[src/rtl/tank_bullet_ctrl.sv]
// tank_bullet_ctrl: fires, moves, bounces and retires up to NUM_SLOTS tank bullets once per frame.
// Define BULLET_BOUNCE_LIMIT_EN to also retire a bullet once it exceeds MAX_BOUNCES wall contacts.
module tank_bullet_ctrl #(
  parameter int NUM_SLOTS = 4,
  parameter logic [7:0] FIRE_KEY = 8'h10,
  parameter int BULLET_SPEED = 8,
  parameter logic [7:0] LIFETIME = 8'd255,
  parameter logic [7:0] COOLDOWN = 8'd8,
  parameter int X_MIN = 0,
  parameter int X_MAX = 639,
  parameter int Y_MIN = 0,
  parameter int Y_MAX = 479
`ifdef BULLET_BOUNCE_LIMIT_EN
  , parameter int MAX_BOUNCES = 3
`endif
) (
  input  logic                     frame_clk,
  input  logic                     Reset,
  input  logic [31:0]              keycode,
  input  logic [9:0]               TankX,
  input  logic [9:0]               TankY,
  input  logic [7:0]               sin,
  input  logic [7:0]               cos,
  input  logic [NUM_SLOTS-1:0]     Hit,
  output logic [10*NUM_SLOTS-1:0]  BulletX,
  output logic [10*NUM_SLOTS-1:0]  BulletY,
  output logic [NUM_SLOTS-1:0]     BulletActive,
  output logic [9:0]               BulletS
);
  logic key_now, key_prev, fire;
  logic [7:0] cooldown;
  logic [NUM_SLOTS-1:0] spawn;
  logic [9:0] mag_x, mag_y, vx_new, vy_new;
  assign BulletS = 10'd4;
  assign key_now = keycode[7:0] == FIRE_KEY || keycode[15:8] == FIRE_KEY ||
                   keycode[23:16] == FIRE_KEY || keycode[31:24] == FIRE_KEY;
  assign fire = key_now && !key_prev && cooldown == 8'd0;
  // lowest clear bit of BulletActive, one-hot
  assign spawn = {NUM_SLOTS{fire}} & ~BulletActive & (BulletActive + NUM_SLOTS'(1));
  assign mag_x = 10'((BULLET_SPEED * int'(cos[6:0])) >> 7);
  assign mag_y = 10'((BULLET_SPEED * int'(sin[6:0])) >> 7);
  assign vx_new = cos[7] ? -mag_x : mag_x;
  // screen Y grows downward, so a positive sine moves up
  assign vy_new = sin[7] ? mag_y : -mag_y;
  always_ff @(posedge frame_clk or posedge Reset)
    if (Reset) begin
      key_prev <= 1'b0;
      cooldown <= '0;
    end else begin
      key_prev <= key_now;
      cooldown <= |spawn ? COOLDOWN : cooldown - 8'(cooldown != 8'd0);
    end
  for (genvar i = 0; i < NUM_SLOTS; i++) begin : g_slot
    logic [9:0] x, y, vx, vy;
    logic [7:0] life;
    logic act, hx, hy, over;
    logic signed [10:0] nx, ny;
    assign nx = $signed({1'b0, x}) + $signed({vx[9], vx});
    assign ny = $signed({1'b0, y}) + $signed({vy[9], vy});
    assign hx = nx < 11'(X_MIN) || nx > 11'(X_MAX);
    assign hy = ny < 11'(Y_MIN) || ny > 11'(Y_MAX);
`ifdef BULLET_BOUNCE_LIMIT_EN
    logic [7:0] bounces, bounces_next;
    assign bounces_next = bounces + 8'(hx) + 8'(hy);
    assign over = bounces_next > 8'(MAX_BOUNCES);
    always_ff @(posedge frame_clk or posedge Reset)
      if (Reset) bounces <= '0;
      else if (spawn[i]) bounces <= '0;
      else if (act && !Hit[i]) bounces <= bounces_next;
`else
    assign over = 1'b0;
`endif
    always_ff @(posedge frame_clk or posedge Reset)
      if (Reset) begin
        x <= '0;
        y <= '0;
        vx <= '0;
        vy <= '0;
        life <= '0;
        act <= 1'b0;
      end else if (spawn[i]) begin
        x <= TankX;
        y <= TankY;
        vx <= vx_new;
        vy <= vy_new;
        life <= LIFETIME;
        act <= 1'b1;
      end else if (act) begin
        if (Hit[i] || over) act <= 1'b0;
        else begin
          x <= hx ? x : nx[9:0];
          vx <= hx ? -vx : vx;
          y <= hy ? y : ny[9:0];
          vy <= hy ? -vy : vy;
          life <= life - 8'd1;
          act <= life != 8'd1;
        end
      end
    assign BulletX[10*i +: 10] = x;
    assign BulletY[10*i +: 10] = y;
    assign BulletActive[i] = act;
  end
endmodule

[config.mk]
export PLATFORM = sky130hd
export DESIGN_NAME = tank_bullet_ctrl
export DESIGN_NICKNAME = d
export VERILOG_FILES = /design/src/rtl/tank_bullet_ctrl.sv
export SDC_FILE = /design/constraint.sdc
export NUM_CORES = 1
export LEC_CHECK = 0
export CAP_MARGIN = 5
export CORE_MARGIN = 5
export CORE_UTILIZATION = 55
export DETAILED_ROUTE_END_ITERATION = 12
export GPL_ROUTABILITY_DRIVEN = 0
export MAX_ROUTING_LAYER = met4
export PLACE_DENSITY_LB_ADDON = 0.1
export SYNTH_ARGS = -nofsm -noshare
export SYNTH_HDL_FRONTEND = slang
export SYNTH_SLANG_ARGS = --single-unit
[constraint.sdc]
create_clock -name frame_clk -period 11.7 [get_ports frame_clk]
set_input_delay 1.755 -clock frame_clk [delete_from_list [all_inputs] [get_ports frame_clk]]
set_output_delay 1.755 -clock frame_clk [all_outputs]
set_load 0.03 [all_outputs]
Word-level counts from Yosys, hierarchy flattened. Cells that the tools add are included.

Add/sub/neg operators: 24. Order comparisons: 16. Equal/unequal tests: 20. Mux-type cells: 91. Bitwise logic cells: 3. Reduce and logical (&&, ||, !) cells: 49.

Operator list (number): 10-bit two-way mux (66); 8-bit two-way mux (13); 11-bit by 10-bit adder with 11-bit output (8); 11-bit by 1-bit less-than comparator with 1-bit output (second input constant) (8); 10-bit negator (8); 3-bit AND reduction (16); 11-bit by 10-bit greater-than comparator with 1-bit output (second input constant) (4); 11-bit greater-than comparator (second input constant) (4); 8-bit by 5-bit equality test with 1-bit output (second input constant) (4); 8-bit by 1-bit inequality test with 1-bit output (second input constant) (4); 8-bit by 1-bit subtractor with 8-bit output (second input constant) (4); 2-bit nonzero test (12); 3-bit negator with 10-bit output (2); 2-bit inequality test (second input constant) (8); 1-bit two-way mux (12); 1-bit logical OR (11); 4-bit bitwise AND (2); 8-bit logical NOT (1); 2-bit by 1-bit inequality test with 1-bit output (second input constant) (4); 2-bit AND reduction (4); 8-bit nonzero test (1); 8-bit by 1-bit subtractor with 8-bit output (1); 4-bit by 1-bit adder with 4-bit output (second input constant) (1); 4-bit NOT (1); other kinds (3) (4).

Register bits: 205. Input bits: 74. Logic and storage cells: 229.

Longest topological paths before layout. Gate-level depths: netlist (run 1).

Depth in word-level cells: 10. Mapped depth: 12.

Worst setup path after synthesis (run 1). Ideal clock, no wire load.

Path kind: input port to flip-flop. From: input port keycode[13]. To: register g_slot[2].vx[1]. Arrival time: 3.716 ns. Data required time: 11.566 ns. Setup slack: 7.849 ns. Stages on the path: 11. Path through: nor4b_1 -> nand2_1 -> and4_1 -> or3_1 -> buf_2 -> or3b_1 -> buf_2 -> buf_6 -> buf_6 -> nor2_1 -> a21oi_1.

Cells in the longest elaborated chain, start to end: 10. Elaborated cells on any way between the ends: 13.

RTL lines: from (decl) (RTL line 19) `input logic [31:0] keycode,`; 8-bit by 5-bit equality test with 1-bit output * (RTL line 35) `assign key_now = keycode[7:0] == FIRE_KEY || keycode[15:8] == FIRE_KEY ||`; 1-bit logical OR * (2 in a row) (RTL line 35); 1-bit logical OR * (RTL line 36) `keycode[23:16] == FIRE_KEY || keycode[31:24] == FIRE_KEY;`; 1-bit logical AND * (2 in a row) (RTL line 37) `assign fire = key_now && !key_prev && cooldown == 8'd0;`; 4-bit bitwise AND * (2 in a row) (RTL line 39) `assign spawn = {NUM_SLOTS{fire}} & ~BulletActive & (BulletActive + NUM_SLOTS'(1));`; 2-bit by 1-bit inequality test with 1-bit output (no line) or 2-bit nonzero test (tied branches); 3-bit AND reduction (no line); to (signal assigned) (RTL line 84) `vx <= vx_new;`; to (signal assigned) (RTL line 92) `vx <= hx ? -vx : vx;`; to (decl) (RTL line 54) `logic [9:0] x, y, vx, vy;`.

Mark *: on every way between the ends. The rest lies on a longest branch, timed or not. A chain may end at the register's enable or synchronous reset.

Final worst setup path (run 1).
From: input port keycode[29]. To: register g_slot[2].vy[7].

Cells in the longest elaborated chain, start to end: 8. Elaborated cells on any way between the ends: 11.

RTL lines: 8-bit by 5-bit equality test with 1-bit output * (RTL line 36); 1-bit logical OR * (RTL line 36); 1-bit logical AND * (2 in a row) (RTL line 37); 4-bit bitwise AND * (2 in a row) (RTL line 39); 2-bit by 1-bit inequality test with 1-bit output (no line) or 2-bit nonzero test (tied branches); 3-bit AND reduction (no line); to (signal assigned) (RTL line 85) `vy <= vy_new;`; to (signal assigned) (RTL line 94) `vy <= hy ? -vy : vy;`; to (decl) (RTL line 54).

Marks and branches as above.

==> metrics, run 1 <==
Initial DRC Count 1113; Core Rows 59; CTS buffer count 25; cell area after synthesis 14600 um^2; post-DP HPWL 28.8 mm; Max Transition Viols Final 0; routed len/inst 19.3 um; Startpoint Class input port; CTS-repair resized insts 0; # IOs 168; Final Hold Fails 0; GR Util All Layers 0.270; post-synth top area share 0.352; Pleak 8.19 nW; Synth Area in Adders 0.0993; GRT overflow 0; Seq/Total Area, Yosys 0.352; main flop type after synthesis dfrtp_1; internal power 1.24 mW; Worst VDD drop 0.105 mV; post-synthesis xor/xnor area fraction 0.0660; Core Footprint 26100 um^2; Finish-stage setup viols 0; Yosys reg bits 205; DRT Wirelength 40.8 mm; worst-margin pin slew 1.10 ns; worst stage delay on the critical path 0.60 ns; r2r setup slk 7.42 ns; RSZ-0062 raised after global routing false; post-synth cell types 81; dpl cell area 16200 um^2; clock buffer depth 3; htree depth 1; power share of the combinational group 0.044; final net count 1949; Final min period 4.37 ns; Die W 173 um; die area 29900 um^2; Slew headroom 0.263; Setup CP Type in -> reg; most frequent cell after synthesis dfrtp_1; Synth Area in Simple Gates 0.186; syn avg cell area 8.87 um^2; Reg-to-Reg Start g_slot[1].x[0]$_DFFE_PP0P_; register clock-pin slew on the reported worst setup and hold paths 0.06 ns; critical path's top delay family simple AND/OR/NAND/NOR gates; post-synthesis compound-gate area fraction 0.206; outcome completed; maximum capacitance violations 0; crit-path most repeated cell nand2_1; critical path buffer and inverter count 2; DRC 0; PortBufs 149; Critical Path AT 4.78 ns; hold_sp g_slot[1].life[7]$_DFFE_PP0P_; initial core utilization 0.560; number of diodes 0; Synth area leader dfrtp_1; f_max 229 MHz; FF-to-FF path depth 10; Clock Sink Count 205; hold buffers post-CTS 0; vias in the first global route 12300; Hold EP g_slot[1].life[7]$_DFFE_PP0P_; fraction of layout cells with a size suffix above 1 0.0578; critical path depth 10; drt pass-1 iters 5; Area Growth Syn to Fin 17.4%; Die Span Y 173 um; Worst Skew 0.0162 ns; initial antenna violation count 0; Sw Share 0.229; period utilisation layout 0.374; share of power burned in the clock network 0.513; post-route ant nets 0; number of synthesized flops with an enable pin 0; postcts setup bufs 0; hold depth 2; Post-Layout Inst Area 17100 um^2; Reg power frac 0.442; PD cells 93.7 nW/um^2; Hold Crit Class reg -> reg; Synth top cells by count dfrtp_1 (205), nand2_1 (160), a21oi_1 (119); Net Sw Power 0.368 mW; Worst-Skew Late Latency 0.54 ns; CP max FO 53; multiplexer area fraction after synthesis 0.0448; top post-synthesis cells by area dfrtp_1 (35%), ha_1 (8.8%), nand2_1 (4.1%), a21oi_1 (4.1%), mux2i_1 (3.9%); Mapped Cells 1645; ys async rst share 1.00; root buffer cell clkbuf_16; DR vias/cell 6.11; CP Cell Sequence clkdlybuf4s50_1 -> nor4b_1 -> nand2_1 -> and4_1 -> or3_1 -> or3b_2 -> buf_4 -> and2_1 -> mux2i_1 -> nand2_1; largest family of logic cells by synthesized area compound AO/OA/AOI/OAI gates; slowest CP cell or3_1; largest net degree at the start of global routing 142; CTS tree yes; CP endpoint kind register; critical path required time 12.11 ns; yosys warns 0; vias after detailed routing 12900; Setup TNS 0 ns; reg2reg end g_slot[1].x[3]$_DFFE_PP0P_; first-pass GRT wire length 65.4 mm
## area by class of cell
class,count,area (um^2)
Fill cell,2155,8930
Multi-Input combinational cell,1300,8830
Sequential cell,205,5130
Timing Repair Buffer,164,1600
Clock buffer,34,729
Tap cell,335,419
Inverter,68,263
Clock inverter,12,148
## cell usage in the layout, fill, tap and decap left out, drive strengths merged, types with 12 or more instances in the layout
cell type / synthesis / layout
nor4: 17 / 17
nand4: 15 / 15
o21a: 14 / 14
xor2: 53 / 53
clkdlybuf4s50: 0 / 149
a22oi: 16 / 16
nand2: 160 / 160
a211o: 14 / 14
o21ai: 119 / 119
a31oi: 31 / 31
ha: 103 / 103
o31ai: 13 / 13
nor3: 50 / 50
xnor2: 57 / 57
buf: 40 / 15
and3: 12 / 12
o211ai: 21 / 21
nor3b: 18 / 18
nand3: 22 / 22
or2: 12 / 12
a21o: 31 / 31
a211oi: 24 / 24
or3: 37 / 37
or4: 16 / 16
a21oi: 119 / 119
nor2b: 13 / 13
nor2: 113 / 113
dfrtp: 205 / 205
nand2b: 14 / 14
inv: 68 / 69
mux2i: 57 / 57
clkbuf: 40 / 34
## power groups by stage
stage,combinational (mW),clock [mW],sequential [mW]
global route,0.0755,0.867,0.710
floorplan,0.0257,0,0.724
detailed placement,0.0712,0,0.723
finish,0.0706,0.824,0.710
CTS,0.0717,0.839,0.710
global placement,0.0706,0,0.723
## state kept, by name, summed over array words and instances, names as in the netlist
name / flops
g_slot.vx: 40
g_slot.vy: 40
g_slot.x: 40
g_slot.y: 40
g_slot.life: 32
cooldown: 8
g_slot.act: 4
key_prev: 1
## worst max-delay path by stage
stage | start | to
final | keycode[29] | g_slot[2].vy[7]$_DFFE_PP0P_
after global routing | g_slot[1].vx[0]$_DFFE_PP0P_ | g_slot[1].x[3]$_DFFE_PP0P_
after CTS | keycode[29] | g_slot[2].vy[7]$_DFFE_PP0P_
after detailed placement | keycode[29] | g_slot[2].vy[7]$_DFFE_PP0P_
after global placement | keycode[29] | g_slot[2].vy[5]$_DFFE_PP0P_
after floorplan | Reset | cooldown[0]$_DFF_PP0_
## cell families (layout without fill, tap and decap cells)
logic type | after synthesis | in the layout
other | 2 | 10
buffers and inverters | 148 | 278
and+or+nand+nor | 535 | 535
xor gates and xnor gates | 110 | 110
muxes | 64 | 64
AOI/OAI and AO/OA | 470 | 470
DFF | 205 | 205
adders and majority gates | 111 | 111
## per-stage QoR
stage / std cells / utilization / setup WS [ns] / hold WS (ns) / power, mW
after floorplan: 1653 / - / 4.35 / 0.467 / 0.749
after global placement: 2072 / 0.623 / 6.88 / 0.479 / 0.794
after detailed placement: 2072 / 0.623 / 6.81 / 0.497 / 0.794
after CTS: 2118 / 0.657 / 7.33 / 0.516 / 1.62
after global routing: 2118 / 0.657 / 7.14 / 0.544 / 1.65
final: 2118 / 0.657 / 7.33 / 0.514 / 1.60
## layer usage
layer / share of wire / wire [um] / vias up / GRT usage
met5: 0 / 0 / - / -
met4: 0.047 / 1900 / 0 / 0.104
met3: 0.046 / 1890 / 83 / 0.0299
met2: 0.46 / 18800 / 370 / 0.420
met1: 0.45 / 18200 / 6240 / 0.367
li1: - / - / 6256 / -
## worst min-delay path: cells and delay by family, from the launching register on
kind / cells / cell delay (ns)
and+or+nand+nor: 1 / 0.05
DFF: 1 / 0.36
xor gates and xnor gates: 1 / 0.08
(Power assumes the default switching activity.)
==> run 2: changes to the inputs <==
==> constraint.sdc (replaced) <==
create_clock -name frame_clk -period 4.5 [get_ports frame_clk]
set_input_delay 0.675 -clock frame_clk [delete_from_list [all_inputs] [get_ports frame_clk]]
set_output_delay 0.675 -clock frame_clk [all_outputs]
set_load 0.03 [all_outputs]
==> metrics, run 2 (synthesized netlist as in run 1, its figures left out) <==
vias in the first global route 12300 (+0.30%); Slew headroom 0.250 (-0.0137); critical path required time 4.92 ns (-7.19 ns); Multi-input gate area 8830 um^2 (unchanged); initial antenna violation count 0 (unchanged); PortBufs 149 (unchanged); GRT overflow 0 (unchanged); final net count 1957 (+0.41%); Sw Share 0.232 (+0.00260); Power, Total 4.13 mW (+160%); Setup TNS 0 ns (unchanged); first-pass GRT wire length 66.0 mm (+0.95%); postcts setup bufs 0 (unchanged); Area Growth Syn to Fin 17.6%; CTS buffer count 25 (unchanged); DRC 0 (unchanged); most frequent cells in the layout dfrtp_1 (205), nand2_1 (160), clkdlybuf4s50_1 (149); Final min period 3.76 ns; Worst VDD drop 0.275 mV (+160%); period utilisation layout 0.836; hold buffers post-CTS 0 (unchanged); CTS-repair resized insts 0 (unchanged); Hold Crit Class in -> async; CTS tree yes; DRT Wirelength 41.1 mm (+0.67%); root buffer cell clkbuf_16; vias after detailed routing 12800 (-0.85%); Net Sw Power 0.958 mW (+160%); Worst Skew 0.0116 ns (-0.00456 ns); Pleak 8.22 nW (+0.34%); routed len/inst 19.3 um (+0.29%); Clock Sink Count 205 (unchanged); number of diodes 0 (unchanged); Core Rows 59 (unchanged); internal power 3.17 mW (+160%); commonest non-fill, non-tap cell in the layout dfrtp_1; # IOs 168 (unchanged); Worst-Skew Late Latency 0.54 ns (about the same); DR vias/cell 6.04 (-1.2%); Core Footprint 26100 um^2 (unchanged); RSZ-0062 raised after global routing false; largest net degree at the start of global routing 131 (-7.7%); FILL cells 2196 (+1.9%); Startpoint Class register; maximum capacitance violations 0 (unchanged); Die W 173 um (unchanged); htree depth 1 (unchanged); Setup CP Type reg -> reg; Max Transition Viols Final 0 (unchanged); clock buffer depth 3 (unchanged); power share of the combinational group 0.045 (about the same); Die Span Y 173 um (unchanged); outcome completed; fraction of layout cells with a size suffix above 1 0.0597 (+0.00198); GR Util All Layers 0.272 (+0.00195); drt pass-1 iters 5 (unchanged); PD cells 241 nW/um^2 (+160%); CP endpoint kind register; post-DP HPWL 29.3 mm (+1.8%); die area 29900 um^2 (unchanged); register clock-pin slew on the reported worst setup and hold paths 0.06 ns (about the same); Final Hold Fails 0 (unchanged); share of power burned in the clock network 0.508 (-0.005); Reg power frac 0.447 (+0.005); FF+latch area 5130 um^2 (unchanged); Critical Path AT 4.18 ns (-0.60 ns); worst-margin pin slew 1.11 ns (+0.0148 ns); post-route ant nets 0 (unchanged); f_max 266 MHz; Finish-stage setup viols 0 (unchanged); Initial DRC Count 883 (-21%); initial core utilization 0.560 (unchanged); CP max FO 11 (-79%)
## run 2: per-stage QoR
stage                     std cells  setup WS (ns)  hold WS (ns)  cell area (um^2)  utilization
after CTS                      2126          0.789         0.484             17200        0.659
final                          2126          0.736         0.486             17200        0.659
after detailed placement       2080          0.577         0.486             16300        0.627
after floorplan                1653           1.17         0.467             14600            -
after global routing           2126          0.564         0.512             17200        0.659
after global placement         2080          0.601         0.478             16300        0.627
## run 2: path summary, 6_finish.rpt
kind                                          startpoint                            end  slack [ns]  cells after the start
setup / recovery              g_slot[1].x[0]$_DFFE_PP0P_     g_slot[1].x[2]$_DFFE_PP0P_        0.74                     11
hold / removal                                     Reset    g_slot[0].vy[3]$_DFFE_PP0P_        0.49                      2
setup reg to reg              g_slot[1].x[0]$_DFFE_PP0P_     g_slot[1].x[2]$_DFFE_PP0P_        0.74                     11
hold reg to reg            g_slot[0].life[1]$_DFFE_PP0P_  g_slot[0].life[1]$_DFFE_PP0P_        0.49                      2
max in group asynchronous                          Reset  g_slot[3].life[7]$_DFFE_PP0P_        2.96                      3
min in group frame_clk     g_slot[0].life[1]$_DFFE_PP0P_  g_slot[0].life[1]$_DFFE_PP0P_        0.49                      2
## run 2: final cells by class
class | count | area share
Inverter | 68 | 0.0151
Multi-Input combinational cell | 1300 | 0.514
Clock inverter | 11 | 0.00780
Tap cell | 335 | 0.0244
Clock buffer | 35 | 0.0410
Sequential cell | 205 | 0.299
Timing Repair Buffer | 172 | 0.0984
## run 2: power by group through the flow
stage          Sequential (mW)  Combinational [mW]  Clock, mW
2_1_floorplan             1.88              0.0671          0
3_3_place_gp              1.88               0.186          0
5_1_grt                   1.85               0.200       2.19
6_report                  1.85               0.186       2.10
3_5_place_dp              1.88               0.188          0
4_1_cts                   1.85               0.189       2.13
## run 2: per-layer routing
layer  global-route usage  vias up  wire length [um]
met3               0.0356       84              2020
met4               0.0894        0              1630
li1                     -     6263                 -
met1                0.367     6130             18200
met5                    -        -                 0
met2                0.428      362             19200
## run 2: worst max-delay path, cell delays in order, from the launching register on
cell	delay, ns
dfrtp_1	0.41
ha_1	0.24
fa_1	0.43
a211o_1	0.32
a21o_1	0.18
a2111oi_0	0.58
o31ai_1	0.16
nand4_1	0.40
a21oi_1	0.13
buf_4	0.20
or2_2	0.35
o221a_2	0.27
